### config.mk
export PLATFORM = sky130hd
export DESIGN_NAME = led_frame_shifter
export DESIGN_NICKNAME = d
export VERILOG_FILES = /design/src/rtl/led_frame_shifter.sv
export SDC_FILE = /design/constraint.sdc
export NUM_CORES = 1
export LEC_CHECK = 0
export CAP_MARGIN = 15
export CELL_PAD_IN_SITES_DETAIL_PLACEMENT = 0
export CELL_PAD_IN_SITES_GLOBAL_PLACEMENT = 2
export CORE_MARGIN = 2
export CORE_UTILIZATION = 39
export CTS_CLUSTER_SIZE = 10
export DETAILED_ROUTE_END_ITERATION = 16
export PLACE_DENSITY_LB_ADDON = 0.1
export SETUP_SLACK_MARGIN = 0.02
export SKIP_LAST_GASP = 1
export SYNTH_ARGS = -nofsm -noshare
export SYNTH_HDL_FRONTEND = slang
export SYNTH_SLANG_ARGS = --single-unit
### constraint.sdc
create_clock -name clk -period 3 [get_ports clk]
set_input_delay 0.3 -clock clk [delete_from_list [all_inputs] [get_ports clk]]
set_output_delay 0.3 -clock clk [all_outputs]
set_load 0.005 [all_outputs]
### src/rtl/led_frame_shifter.sv
// Serialises captured display frames MSB-first onto a 74HC595-style chain (data/clock/latch),
// buffering one pending frame, and blinks the board via oe_n while gameover is high.
module led_frame_shifter #(
  parameter int unsigned FRAME_W   = 23,
  parameter int unsigned CLK_DIV   = 4,
  parameter int unsigned LATCH_W   = 2,
  parameter int unsigned BLINK_DIV = 12500000
) (
  input  logic               clk,
  input  logic               rst,
  input  logic [FRAME_W-1:0] frame_in,
  input  logic               frame_vld,
  input  logic               gameover,
  output logic               ser_data,
  output logic               ser_clk,
  output logic               ser_latch,
  output logic               oe_n,
  output logic               busy,
  output logic               overflow
);

  localparam int unsigned DIV_W = (CLK_DIV > 1) ? $clog2(CLK_DIV) : 1;
  localparam int unsigned BIT_W = $clog2(FRAME_W + 1);
  localparam int unsigned LAT_W = (LATCH_W > 1) ? $clog2(LATCH_W) : 1;
  localparam int unsigned BLK_W = (BLINK_DIV > 1) ? $clog2(BLINK_DIV) : 1;

  typedef enum logic [1:0] {
    S_IDLE  = 2'd0,
    S_SHIFT = 2'd1,
    S_LATCH = 2'd2
  } state_t;

  state_t             r_state, w_state_nxt;
  logic [FRAME_W-1:0] r_shreg, w_shreg_nxt;
  logic [FRAME_W-1:0] r_pend, w_pend_nxt;
  logic               r_pend_vld, w_pend_vld_nxt;
  logic [DIV_W-1:0]   r_div, w_div_nxt;
  logic               r_phase, w_phase_nxt;
  logic [BIT_W-1:0]   r_bit, w_bit_nxt;
  logic [LAT_W-1:0]   r_lat, w_lat_nxt;
  logic [BLK_W-1:0]   r_blink, w_blink_nxt;
  logic               r_vld_d;
  logic               r_ser_data, w_ser_data_nxt;
  logic               r_ser_clk, w_ser_clk_nxt;
  logic               r_ser_latch, w_ser_latch_nxt;
  logic               r_oe_n, w_oe_n_nxt;
  logic               r_busy, w_busy_nxt;
  logic               r_overflow, w_overflow_nxt;
  logic               w_edge;

  assign w_edge = frame_vld & ~r_vld_d;

  // State and all registered outputs
  always_ff @(posedge clk or posedge rst) begin
    if (rst) begin
      r_state     <= S_IDLE;
      r_shreg     <= '0;
      r_pend      <= '0;
      r_pend_vld  <= 1'b0;
      r_div       <= '0;
      r_phase     <= 1'b0;
      r_bit       <= '0;
      r_lat       <= '0;
      r_blink     <= '0;
      r_vld_d     <= 1'b0;
      r_ser_data  <= 1'b0;
      r_ser_clk   <= 1'b0;
      r_ser_latch <= 1'b0;
      r_oe_n      <= 1'b0;
      r_busy      <= 1'b0;
      r_overflow  <= 1'b0;
    end else begin
      r_state     <= w_state_nxt;
      r_shreg     <= w_shreg_nxt;
      r_pend      <= w_pend_nxt;
      r_pend_vld  <= w_pend_vld_nxt;
      r_div       <= w_div_nxt;
      r_phase     <= w_phase_nxt;
      r_bit       <= w_bit_nxt;
      r_lat       <= w_lat_nxt;
      r_blink     <= w_blink_nxt;
      r_vld_d     <= frame_vld;
      r_ser_data  <= w_ser_data_nxt;
      r_ser_clk   <= w_ser_clk_nxt;
      r_ser_latch <= w_ser_latch_nxt;
      r_oe_n      <= w_oe_n_nxt;
      r_busy      <= w_busy_nxt;
      r_overflow  <= w_overflow_nxt;
    end
  end

  // Next-state, datapath and output decode
  always_comb begin
    w_state_nxt     = r_state;
    w_shreg_nxt     = r_shreg;
    w_pend_nxt      = r_pend;
    w_pend_vld_nxt  = r_pend_vld;
    w_div_nxt       = r_div;
    w_phase_nxt     = r_phase;
    w_bit_nxt       = r_bit;
    w_lat_nxt       = r_lat;
    w_blink_nxt     = r_blink;
    w_ser_data_nxt  = 1'b0;
    w_ser_clk_nxt   = 1'b0;
    w_ser_latch_nxt = 1'b0;
    w_oe_n_nxt      = r_oe_n;
    w_overflow_nxt  = 1'b0;

    case (r_state)
      S_IDLE: begin
        if (r_pend_vld || w_edge) begin
          if (r_pend_vld) begin
            w_shreg_nxt    = r_pend;
            w_pend_vld_nxt = w_edge;
            if (w_edge) w_pend_nxt = frame_in;
          end else begin
            w_shreg_nxt = frame_in;
          end
          w_state_nxt    = S_SHIFT;
          w_div_nxt      = '0;
          w_phase_nxt    = 1'b0;
          w_bit_nxt      = '0;
          w_ser_data_nxt = w_shreg_nxt[FRAME_W-1];
        end
      end

      S_SHIFT: begin
        w_ser_data_nxt = r_ser_data;
        w_ser_clk_nxt  = r_ser_clk;
        if (r_div == DIV_W'(CLK_DIV - 1)) begin
          w_div_nxt = '0;
          if (!r_phase) begin
            w_phase_nxt   = 1'b1;
            w_ser_clk_nxt = 1'b1;
          end else if (r_bit == BIT_W'(FRAME_W - 1)) begin
            w_state_nxt     = S_LATCH;
            w_lat_nxt       = '0;
            w_ser_clk_nxt   = 1'b0;
            w_ser_data_nxt  = 1'b0;
            w_ser_latch_nxt = 1'b1;
          end else begin
            // Rotate so the next bit sits in the MSB; data only moves at the falling edge
            w_bit_nxt      = r_bit + BIT_W'(1);
            w_shreg_nxt    = {r_shreg[FRAME_W-2:0], r_shreg[FRAME_W-1]};
            w_ser_data_nxt = r_shreg[FRAME_W-2];
            w_ser_clk_nxt  = 1'b0;
            w_phase_nxt    = 1'b0;
          end
        end else begin
          w_div_nxt = r_div + DIV_W'(1);
        end
      end

      S_LATCH: begin
        w_ser_latch_nxt = 1'b1;
        if (r_lat == LAT_W'(LATCH_W - 1)) begin
          w_state_nxt     = S_IDLE;
          w_ser_latch_nxt = 1'b0;
        end else begin
          w_lat_nxt = r_lat + LAT_W'(1);
        end
      end

      default: w_state_nxt = S_IDLE;
    endcase

    // A strobe while busy parks in the single pending slot; newest wins
    if ((r_state != S_IDLE) && w_edge) begin
      w_pend_nxt     = frame_in;
      w_pend_vld_nxt = 1'b1;
      w_overflow_nxt = r_pend_vld;
    end

    w_busy_nxt = (w_state_nxt != S_IDLE);

    if (!gameover) begin
      w_blink_nxt = '0;
      w_oe_n_nxt  = 1'b0;
    end else if (r_blink == BLK_W'(BLINK_DIV - 1)) begin
      w_blink_nxt = '0;
      w_oe_n_nxt  = ~r_oe_n;
    end else begin
      w_blink_nxt = r_blink + BLK_W'(1);
    end
  end

  assign ser_data  = r_ser_data;
  assign ser_clk   = r_ser_clk;
  assign ser_latch = r_ser_latch;
  assign oe_n      = r_oe_n;
  assign busy      = r_busy;
  assign overflow  = r_overflow;

endmodule

# ---- Yosys cells after proc, flatten, opt, wreduce, memory -nomap -nowiden
# Index checks and enable logic that the tools add are counted.
dict set report classes {
  n_addsub 4
  mul 0
  div 0
  order_cmp 0
  eq_ne 11
  n_shift 0
  muxes 56
  bitwise_logic 3
  reduce_logical 18
}
# cell n
set op_table {}
lappend op_table {{two-way mux 23 bit} 10}
lappend op_table {{two-way mux 24 bit} 2}
lappend op_table {{one-hot mux 23 bit (2 select lines)} 1}
lappend op_table {{two-way mux 1 bit} 25}
lappend op_table {{adder 24 x 1 -> 24 bit, second input constant} 1}
lappend op_table {{equality test 24 bit, second input constant} 1}
lappend op_table {{two-way mux 5 bit} 4}
lappend op_table {{nonzero test 2 bit} 8}
lappend op_table {{two-way mux 2 bit} 7}
lappend op_table {{inequality test 2 bit, second input constant} 5}
lappend op_table {{one-hot mux 5 bit (2 select lines)} 1}
lappend op_table {{one-hot mux 1 bit (2 select lines)} 4}
lappend op_table {{AND reduction 4 bit} 2}
lappend op_table {{one-hot mux 2 bit (3 select lines)} 1}
lappend op_table {{AND reduction 2 bit} 3}
lappend op_table {{adder 5 x 1 -> 5 bit, second input constant} 1}
lappend op_table {{equality test 5 bit, second input constant} 1}
lappend op_table {{AND reduction 5 bit} 1}
lappend op_table {{equality test 2 bit, second input constant} 2}
lappend op_table {{one-hot mux 2 bit (2 select lines)} 1}
lappend op_table {{AND reduction 3 bit} 1}
lappend op_table {{adder 2 x 1 -> 2 bit, second input constant} 1}
lappend op_table {{equality test 2 x 1 -> 1 bit, second input constant} 1}
lappend op_table {{logical NOT 2 bit} 1}
lappend op_table {{6 further kinds} 7}
dict set report word_totals {
  register_bits 89
  latch_bits 0
  ram_bits 0
  rom_bits 0
  in_bits 27
  out_inout_bits 6
  mem_count 0
}

# ---- Logic depth before layout (Yosys ltp)
dict set report logic_depth {
  word_depth 7
  mapped_depth 9
  depth_no_buf 6
}

# ---- Least setup slack after synthesis
# Ideal clock, no wire load.
dict set report synth_path {
  kind {register -> register}
  from {reg r_state[0]}
  to {reg r_shreg[0]}
  setup_time_ps 123
  arrival_time_ps 2077
  required_ps 2877
  slack_ps 801
  path_stages_with_launch 10
  path_buffers 3
  synth_period_minus_slack_ps 2199
  path_cell_list {dfrtp_1 -> inv_1 -> ha_1 -> clkbuf_1 -> nor2b_1 -> a21o_1 -> or3_1 -> clkbuf_1 -> buf_2 -> o221a_2}
}
dict set report synth_via {
  elab_chain_cells 3
}
# element line_no
set synth_lines {}
lappend synth_lines {{from (decl)} 33} ;# state_t r_state, w_state_nxt;
lappend synth_lines {{from (signal assigned)} 73} ;# r_state <= w_state_nxt;
lappend synth_lines {{equality test 2 x 1 -> 1 bit or logical NOT 2 bit (tied branches)} 109} ;# case (r_state)
lappend synth_lines {{inequality test 2 bit (no line) or nonzero test 2 bit (tied branches)} --}
lappend synth_lines {{AND reduction 5 bit (no line)} --}
lappend synth_lines {{to (signal assigned)} 74} ;# r_shreg <= w_shreg_nxt;
lappend synth_lines {{to (decl)} 34} ;# logic [FRAME_W-1:0] r_shreg, w_shreg_nxt;
# Parallel ways exist; a longest one is shown, timed or not.
# A chain may end at the register's enable or synchronous reset.

# ---- Worst setup path in the final report
dict set report layout_path {
  from {reg r_state[0]}
  to {reg r_shreg[17]}
}
# Same word-level chain as after synthesis.

==> flow_summary_export.csv <==
group,metric,value,unit
sta,fin_setup_tns,0,ps
hold_path,hold_path.class,"primary input to asynchronous set/reset pin",
global_routing,grt_antenna_before_repair,0,
layout,register_area,2227,sq um
placement,preCtsSetupSlack,598.0,ps
synth,ys_async_sr_fraction,100.0,%
floorplan,die_w,108.7,um
detailed_routing,drt.antenna.violating_nets,0,
clock_tree,clockBufferDepth,2,
sta,maxClockFrequency,418.0,MHz
clock_tree,tritoncts.num_buffers,9,
power_and_ir_drop,finalPower,0.002199,W
floorplan,std_cell_rows,38,
sta,period_needed,2392,ps
clock_tree,cts.sink_count,89,
synth,synth_largest_area_cell,"dfrtp_1",
sta,setup-violations-final,0,
global_routing,grt_pass1_vias,2915,
placement,finalWeightedCongestion,0.7365,
sta,setup_ws_post_layout,607.7,ps
layout,multiInputGateArea,1894,sq um
detailed_routing,route.detailed.wl_per_inst,15.16,um
clock_tree,post_cts_resized,0,
detailed_routing,drt_first_pass_iters,4,
run_status,outcome,"completed",
synth,syn_area_per_cell,11.07,sq um
clock_tree,clkTransAtPathRegs,90,ps
synth,seq_cells_post_synth,89,
sta,slew_violations,0,
detailed_routing,detailroute.via_count,2940,
detailed_routing,drt-initial-drc-count,122,
detailed_routing,detail_route.drc_violations,0,
layout,layout.filler_cells,1036,
synth,synth_area,4274,sq um
placement,post_dp_cell_area,4766,sq um
critical_path,cp_data_required_time,3240,ps
synth,syn-instance-count,386,
synth,post_synth_most_frequent_cells,"dfrtp_1 (89), nand2_1 (36), nor2_1 (25), mux2i_1 (24), mux2_2 (23)",
global_routing,grtUsageTotal,15.90,%
clock_tree,clock_insertion_delay_at_the_later_pin_of_the_skew_report,350,ps
critical_path,critical_path_arrival,2630,ps
synth,yosysUniqueCellTypes,49,
layout,diodes,0,
critical_path,timing.critical_path.fanout_max,25,
critical_path,worstSetupStartpointType,"register",
critical_path,critical_path.reg2reg.startpoint,"r_state[0]$_DFF_PP0_",
sta,hold_violation_count_in_the_final_report,0,
clock_tree,htree_num_levels,3,
power_and_ir_drop,ir_worst_vdd,0.2277,mV
global_routing,grt_max_degree,58,
layout,nets,452,
placement,port_buffers,32,
floorplan,die-height,108.7,um
power_and_ir_drop,power.leakage,2.195,nW
synth,yosys_warnings,0,
floorplan,design.portCount,33,
detailed_routing,postRouteWirelength,8522,um
detailed_routing,via_per_inst,5.231,
synth,synth.top_cell.area_share,52.11,%
sta,timing.slew.headroom,43.65,%
synth,yosys_most_used_dff,"dfrtp_1",
sta,grt_setup_unrepaired,"false",
synth,synth.most_common_cell,"dfrtp_1",
synth,synth_sequential_area_ratio,52.11,%
floorplan,dieArea,11810,sq um
synth,synth_enable_flop_cells,0,
layout,final_area,4940,sq um
clock_tree,cts.root.buffer_cell,"clkbuf_8",
floorplan,start_util,39.78,%
sta,timing_worst_slew_pin_value,845.3,ps
floorplan,placeableCoreArea,10750,sq um
clock_tree,postCtsHoldBufs,0,
global_routing,grt_first_pass_wirelength,14550,um
global_routing,grt_overflow_total,0,
clock_tree,cts_tree,"built",
critical_path,startpoint,"r_state[0]$_DFF_PP0_",
critical_path,critPathCaptureType,"register",
synth,synthesis.nets,421,
layout,syn_to_final_growth,15.57,%
clock_tree,post_cts.repair.setup_buffers,0,
sta,worst_clock_skew,7.344,ps
run,max_cap_violations,0,
layout,post_route_cells_drive_above_1_share,18.25,%
synth,ranking_of_synthesized_cells_by_area,"dfrtp_1 (52%), mux2_2 (6.1%), o221a_2 (5.8%)",
sta,period_share,79.74,%
placement,place.detailed.hpwl,5539,um
critical_path,crit_type,"register to register",
power_and_ir_drop,pd_cells,445.1,nW/um^2
## where the power goes
part,internal [W],switching [W]
Clock,0.000344,0.000411
Sequential,0.00125,0.0000252
Combinational,0.0000948,0.0000761
## path summary, 6_finish.rpt
path | end | slack, ps | depth (start not counted)
max | r_shreg[17]$_DFFE_PP0P_ | 610 | 6
min | r_blink[22]$_DFF_PP0_ | 330 | 2
max reg2reg | r_shreg[17]$_DFFE_PP0P_ | 610 | 6
min reg2reg | r_blink[0]$_DFF_PP0_ | 490 | 1
max in group asynchronous | r_blink[9]$_DFF_PP0_ | 1960 | 3
min in group clk | r_vld_d$_DFF_PP0_ | 440 | 1
## area by class of cell
class	instances	area share [%]
clock buffer	13	3.217
clock inverter	3	0.3040
inverter	18	1.393
multi-input combinational	258	38.35
sequential	89	45.09
tap	140	3.546
timing repair buffer	41	8.105
## flip-flops by register name, indices dropped and copies added (netlist names), 2 cells and up
signal and count:
r_bit 5, r_pend 23, r_div 2, r_state 2, r_shreg 23, r_blink 24
## per-stage QoR
step | utilization (%) | instances | hold WS (ps)
finish | 45.97 | 562 | 334.8
global route | 45.97 | 562 | 400.5
CTS | 45.97 | 562 | 352.5
detailed placement | 44.35 | 546 | 483.7
global placement | 44.35 | 546 | 478.7
floorplan | - | 386 | 331.4
## critical path: stages (launching register included)
cell and delay (ps):
dfrtp_1 380, inv_1 80, ha_1 290, nor2b_1 180, a21o_1 220, or3_1 740
o221a_2 390
## placed cells by master, fill, tap and decap left out, types with 2 or more instances in the layout
cell type / count
nor3_1: 4
nand2b_1: 3
and2_1: 2
ha_1: 8
o21ai_0: 11
a21o_1: 2
o31ai_1: 5
nor2b_1: 4
clkbuf_8: 11
nand4_1: 3
xor2_1: 2
or4_1: 7
o221a_2: 22
o21a_1: 2
clkbuf_1: 2
a31o_2: 3
nand3_1: 13
xnor2_1: 10
mux2i_1: 24
a21oi_1: 15
and3_1: 3
clkdlybuf4s50_1: 32
nor4_1: 3
or3_1: 7
nor2_1: 24
nand2_1: 36
a211oi_1: 2
mux2_2: 23
clkinv_2: 4
inv_1: 17
buf_4: 8
dfrtp_1: 89
## layer usage
metal / GRT usage [%] / share of wire [%]
met5: 0 / 0
met3: 3.228 / 3.2
met4: 6.044 / 1.3
met1: 23.16 / 52
met2: 23.30 / 44
## kinds of logic after synthesis
| group | share of synthesized area (%) |
|---|---|
| compound gates | 14.05 |
| xor+xnor | 2.459 |
| fa+ha+maj | 2.342 |
| buf+inv | 3.747 |
| flops | 52.11 |
| mux | 11.68 |
| simple gates | 13.61 |
Power figures use the tool's default switching activity.
